--- src/rtl/memwb_pkg.sv ---
// Shared configuration for the memory/writeback stage: widths and FSM encoding.
package memwb_pkg;

  localparam int MEMWB_RW    = 16;
  localparam int MEMWB_REGNO = 8;

  typedef enum logic {
    MEMWB_IDLE = 1'b0,
    MEMWB_WAIT = 1'b1
  } memwb_state_e;

endpackage

--- src/rtl/memwb_skid.sv ---
// One-entry op buffer: holds the op execute issued while the stage was already
// waiting on memory, until the stage returns to IDLE.
module memwb_skid
  import memwb_pkg::*;
#(
  parameter int RW    = MEMWB_RW,
  parameter int REGNO = MEMWB_REGNO
) (
  input  logic             i_clk,
  input  logic             i_rst,
  input  logic             load,
  input  logic             drain,
  input  logic [RW-1:0]    data,
  input  logic [RW-1:0]    addr,
  input  logic [REGNO-1:0] reg_ie,
  input  logic             mem_access,
  input  logic             mem_we,
  output logic             valid,
  output logic [RW-1:0]    q_data,
  output logic [RW-1:0]    q_addr,
  output logic [REGNO-1:0] q_reg_ie,
  output logic             q_mem_access,
  output logic             q_mem_we
);

  always_ff @(posedge i_clk) begin
    if (i_rst) begin
      valid        <= 1'b0;
      q_data       <= '0;
      q_addr       <= '0;
      q_reg_ie     <= '0;
      q_mem_access <= 1'b0;
      q_mem_we     <= 1'b0;
    end else if (load) begin
      valid        <= 1'b1;
      q_data       <= data;
      q_addr       <= addr;
      q_reg_ie     <= reg_ie;
      q_mem_access <= mem_access;
      q_mem_we     <= mem_we;
    end else if (drain) begin
      valid        <= 1'b0;
    end
  end

endmodule

--- src/rtl/memwb.sv ---
// Memory/writeback stage: issues loads/stores on the req/ack bus and returns
// the writeback word plus one-hot register enable to the register file.
module memwb
  import memwb_pkg::*;
#(
  parameter int RW    = MEMWB_RW,
  parameter int REGNO = MEMWB_REGNO
) (
  input  logic             i_clk,
  input  logic             i_rst,
  input  logic [RW-1:0]    i_data,
  input  logic [RW-1:0]    i_addr,
  input  logic [REGNO-1:0] i_reg_ie,
  input  logic             i_mem_access,
  input  logic             i_mem_we,
  input  logic             i_submit,
  output logic             o_ready,
  output logic [REGNO-1:0] o_reg_ie,
  output logic [RW-1:0]    o_reg_data,
  output logic             o_mem_req,
  output logic             o_mem_we,
  output logic [RW-1:0]    o_mem_addr,
  output logic [RW-1:0]    o_mem_data,
  input  logic             i_mem_ack,
  input  logic [RW-1:0]    i_mem_data
);

  memwb_state_e     state, state_nxt;
  logic [REGNO-1:0] pend_ie;

  logic             skid_valid, skid_load, skid_drain;
  logic [RW-1:0]    skid_data, skid_addr;
  logic [REGNO-1:0] skid_reg_ie;
  logic             skid_mem_access, skid_mem_we;

  logic             src_valid, src_mem_access, src_mem_we, take;
  logic [RW-1:0]    src_data, src_addr;
  logic [REGNO-1:0] src_reg_ie;

  // Skid entry is always older than the live inputs, so it wins the source mux.
  always_comb begin
    src_valid      = skid_valid | i_submit;
    src_data       = skid_valid ? skid_data       : i_data;
    src_addr       = skid_valid ? skid_addr       : i_addr;
    src_reg_ie     = skid_valid ? skid_reg_ie     : i_reg_ie;
    src_mem_access = skid_valid ? skid_mem_access : i_mem_access;
    src_mem_we     = skid_valid ? skid_mem_we     : i_mem_we;
  end

  assign o_ready    = (state == MEMWB_IDLE) & ~skid_valid;
  assign take       = (state == MEMWB_IDLE) & src_valid;
  assign skid_load  = (state == MEMWB_WAIT) & i_submit;
  assign skid_drain = (state == MEMWB_IDLE) & skid_valid;

  memwb_skid #(.RW(RW), .REGNO(REGNO)) u_skid (
    .i_clk        (i_clk),
    .i_rst        (i_rst),
    .load         (skid_load),
    .drain        (skid_drain),
    .data         (i_data),
    .addr         (i_addr),
    .reg_ie       (i_reg_ie),
    .mem_access   (i_mem_access),
    .mem_we       (i_mem_we),
    .valid        (skid_valid),
    .q_data       (skid_data),
    .q_addr       (skid_addr),
    .q_reg_ie     (skid_reg_ie),
    .q_mem_access (skid_mem_access),
    .q_mem_we     (skid_mem_we)
  );

  always_ff @(posedge i_clk) begin
    if (i_rst) state <= MEMWB_IDLE;
    else       state <= state_nxt;
  end

  always_comb begin
    state_nxt = state;
    case (state)
      MEMWB_IDLE: if (take && src_mem_access) state_nxt = MEMWB_WAIT;
      MEMWB_WAIT: if (i_mem_ack)              state_nxt = MEMWB_IDLE;
      default:                                state_nxt = MEMWB_IDLE;
    endcase
  end

  // o_reg_ie defaults to 0 every cycle so each writeback is a single pulse.
  always_ff @(posedge i_clk) begin
    if (i_rst) begin
      o_reg_ie   <= '0;
      o_reg_data <= '0;
      o_mem_req  <= 1'b0;
      o_mem_we   <= 1'b0;
      o_mem_addr <= '0;
      o_mem_data <= '0;
      pend_ie    <= '0;
    end else begin
      o_reg_ie <= '0;
      case (state)
        MEMWB_IDLE: begin
          if (take) begin
            if (src_mem_access) begin
              o_mem_req  <= 1'b1;
              o_mem_we   <= src_mem_we;
              o_mem_addr <= src_addr;
              o_mem_data <= src_data;
              pend_ie    <= src_reg_ie;
            end else begin
              o_reg_ie   <= src_reg_ie;
              o_reg_data <= src_data;
            end
          end
        end
        MEMWB_WAIT: begin
          if (i_mem_ack) begin
            o_mem_req <= 1'b0;
            if (!o_mem_we) begin
              o_reg_ie   <= pend_ie;
              o_reg_data <= i_mem_data;
            end
          end
        end
        default: ;
      endcase
    end
  end

  // Execute must never submit while the skid is occupied.
  a_no_skid_overrun: assert property (@(posedge i_clk) disable iff (i_rst)
    !(i_submit && skid_valid));

endmodule

--- config.mk ---
export PLATFORM = sky130hd
export DESIGN_NAME = memwb
export DESIGN_NICKNAME = d
export VERILOG_FILES = /design/src/rtl/memwb_pkg.sv /design/src/rtl/memwb_skid.sv /design/src/rtl/memwb.sv
export SDC_FILE = /design/constraint.sdc
export NUM_CORES = 1
export LEC_CHECK = 0
export ABC_AREA = 1
export CORE_MARGIN = 3
export CORE_UTILIZATION = 30
export DETAILED_ROUTE_END_ITERATION = 10
export PLACE_DENSITY = 0.53
export REMOVE_ABC_BUFFERS = 1
export SLEW_MARGIN = 5
export SYNTH_ARGS = -nofsm -noshare
export SYNTH_HDL_FRONTEND = slang
export SYNTH_SLANG_ARGS = --single-unit
--- constraint.sdc ---
create_clock -name i_clk -period 2.23 [get_ports i_clk]
set_clock_uncertainty 0.15 [all_clocks]
set_input_delay 0.3345 -clock i_clk [delete_from_list [all_inputs] [get_ports i_clk]]
set_output_delay 0.3345 -clock i_clk [all_outputs]
set_load 0.05 [all_outputs]
==> impl_metrics.tcl <==
set metrics [dict create \
    avgSynthCellArea_um2 6.632 \
    grt_start_max_net_pins 67 \
    r2r_start "u_skid.valid$_SDFFE_PP0P_" \
    crit_required_ps 1750 \
    cts_made_buffers 9 \
    synth_top_family_by_area "simple AND/OR/NAND/NOR gates" \
    synth_cells 703 \
    critPathKind "reg2out" \
    post_drt_wl_per_cell_um 12.95 \
    grt-ovfl-total 0 \
    yosysTopAreaCellShare_pct 47.24 \
    syn2layout_area_growth_pct 35.24 \
    ys_types 19 \
    yosys.area.top_type "dfxtp_1" \
    finalPower_mw 4.823 \
    min_period_over_period_pct 91.03 \
    coreArea_um2 14860 \
    p_seq_share_pct 45.2 \
    synth_mux_area_share_pct 0 \
    cts_tree "yes" \
    p_leak_nw 2.718 \
    hold_ws_ps 321.1 \
    r2r-end "o_reg_data[7]$_SDFFE_PP0P_" \
    max_freq_ghz 0.4926 \
    routedLengthMet1_um 6139 \
    intPower_mw 3.399 \
    r2r_slack_ps 690 \
    status "completed" \
    synth-xor-area-share_pct 0 \
    worst-path-buf-inv 1 \
    hold_end "o_mem_req$_SDFFE_PP0P_" \
    netSwitchingPower_mw 1.425 \
    ioPinCount 121 \
    diodes 0 \
    grt_pass1_vias 4237 \
    report.final.slew_viol_count 0 \
    hold_viol 0 \
    cts_setup_buffers 0 \
    crit_chain "clkdlybuf4s50_1" \
    swShare_pct 29.53 \
    drt-pass1-iter-count 4 \
    ys_ff_latch 110 \
    initial_core_util_pct 31.36 \
    r2r_cells 9 \
    crit_fanout 3 \
    finalSetupTns_ps 0 \
    finish.net_count 871 \
    antenna_found_initial 0 \
    vias 4533 \
    dp_hpwl_um 8835 \
    cts_buffer_depth 2 \
    yosys_warnings 0 \
    final_common_cell "nand2_1" \
    synthAdderAreaFrac_pct 0 \
    drv_cap 0 \
    gp_congestion 0.7771 \
    wl_met2_um 5785 \
    postCtsResizedCells 0 \
    ant_nets 0 \
    cp_slowest_cell "clkdlybuf4s50_1" \
    dr_wl_met3_um 720 \
    cp.arrival_ps 1550 \
    grt_pass1_wl_um 20830 \
    holdBufCountCts 0 \
    drc 0 \
    crit_family "buffers and inverters" \
    cts_max_level 3 \
    stdcell_count 995 \
    ir_drop_mv 0.4309 \
    hold_class "reg2reg" \
    die_w_um 130.7 \
    min_path_cells 2 \
    port_buffers 120 \
    drtIter0Drc 296 \
    rows 44 \
    worst_pin_slew_ps 514.5 \
    die_area_um2 17070 \
    top_layer_used "met4" \
    cts_num_sinks 110 \
    critical-path-max-stage-delay_ps 820 \
    fin_util_pct 42.42 \
    fp.dieH_um 130.7 \
    clkLatencyLatePin_ps 340 \
    synth.area.top_cells "dfxtp_1, nand2_1, nor2_1, o21ai_0, inv_1" \
    p_clk_share_pct 32.0 \
    grt_usage_pct 15.51 \
    path_clk_slew_ps 60 \
    pwr-share-comb_pct 22.7 \
    fillers 1564 \
    cp-end-kind "output pin" \
    power_density_nw_per_um2 765.0 \
    vias_per_cell 4.556 \
    synth-simple-area-share_pct 33.79 \
    wirelength_um 12890 \
    ys_seq_area_share_pct 47.24 \
    synth_compound_area_share_pct 11.11 \
    synth_area_um2 4662 \
    drive_gt1_share_pct 4.686 \
    worst_slew_margin_rel_pct 65.59 \
    hp-start "o_mem_req$_SDFFE_PP0P_" \
    cts-root-buf "clkbuf_16" \
    dp_cells 982 \
    finalSetupViolCount 0 \
    fin_crit_ps 2030 \
    final_cell_mix "nand2_1, nor2_1, clkdlybuf4s50_1" \
    rsz0062_at_grt "no" \
    critPathLaunchType "register" \
]
==> stage by stage <==
stage | area, um^2 | setup WS, ps
floorplan | 4404 | -570.4
global placement | 6027 | 333.4
detailed placement | 6027 | 310.7
CTS | 6305 | 184.3
global route | 6305 | 146.7
finish | 6305 | 200.0
==> state kept, by name (all words and copies together), names as in the netlist <==
register             flops
u_skid.q_data           16
u_skid.q_mem_we          1
u_skid.valid             1
u_skid.q_mem_access      1
o_reg_data              16
o_mem_we                 1
o_mem_addr              16
o_mem_req                1
u_skid.q_reg_ie          8
pend_ie                  8
u_skid.q_addr           16
o_mem_data              16
o_reg_ie                 8
state                    1
==> metal layers <==
| metal | track usage, % | vias to the layer above |
|---|---|---|
| met5 | 0 | - |
| met4 | 6.594 | 0 |
| met3 | 3.943 | 16 |
| met2 | 23.87 | 116 |
| met1 | 20.70 | 2033 |
| li1 | - | 2368 |
==> Yosys cell counts <==
master      n
dfxtp_1   110
buf_1       1
buf_6       7
o21ai_1     2
buf_4       6
inv_1      27
a21oi_1    13
clkinv_1    1
o31ai_1     1
nand2_2     2
nand3_1     3
buf_2      13
clkbuf_2    1
nor3_1      1
nand2_1   219
inv_2       1
nor2_1    192
clkbuf_1   16
o21ai_0    87
==> cell families after synthesis <==
| family | after synthesis |
|---|---|
| AOI/OAI and AO/OA | 103 |
| DFF | 110 |
| buffers and inverters | 73 |
| and+or+nand+nor | 417 |
==> how the worst max path moves through the flow <==
stage / start / end / slack (ps) / cells after the start
final: o_mem_we$_SDFFE_PP0P_ / o_mem_we / 200 / 1
after global routing: o_mem_data[7]$_SDFFE_PP0P_ / o_mem_data[7] / 150 / 1
after CTS: o_mem_we$_SDFFE_PP0P_ / o_mem_we / 180 / 1
after detailed placement: i_mem_access / pend_ie[5]$_SDFFE_PP0P_ / 310 / 8
after global placement: i_mem_access / o_mem_addr[11]$_SDFFE_PP0P_ / 330 / 7
after floorplan: u_skid.valid$_SDFFE_PP0P_ / o_reg_data[0]$_SDFFE_PP0P_ / -570 / 7
==> power groups by stage <==
stage / clock network (mW) / registers (mW) / logic (mW)
floorplan: 0 / 2.53 / 0.350
global placement: 0 / 2.22 / 1.09
detailed placement: 0 / 2.23 / 1.11
CTS: 1.62 / 2.18 / 1.11
global route: 1.70 / 2.20 / 1.21
finish: 1.54 / 2.18 / 1.10
==> layout make-up <==
class	instances	area, um^2	share of cell area [%]
sequential	110	2203	34.95
timing repair buffer	139	1391	22.07
clock buffer	11	242.7	3.850
multi-input combinational	520	2093	33.20
clock inverter	2	35.03	0.5557
tap	184	230.2	3.652
inverter	29	108.9	1.727
Note: power is estimated with default switching activity, not from simulation.
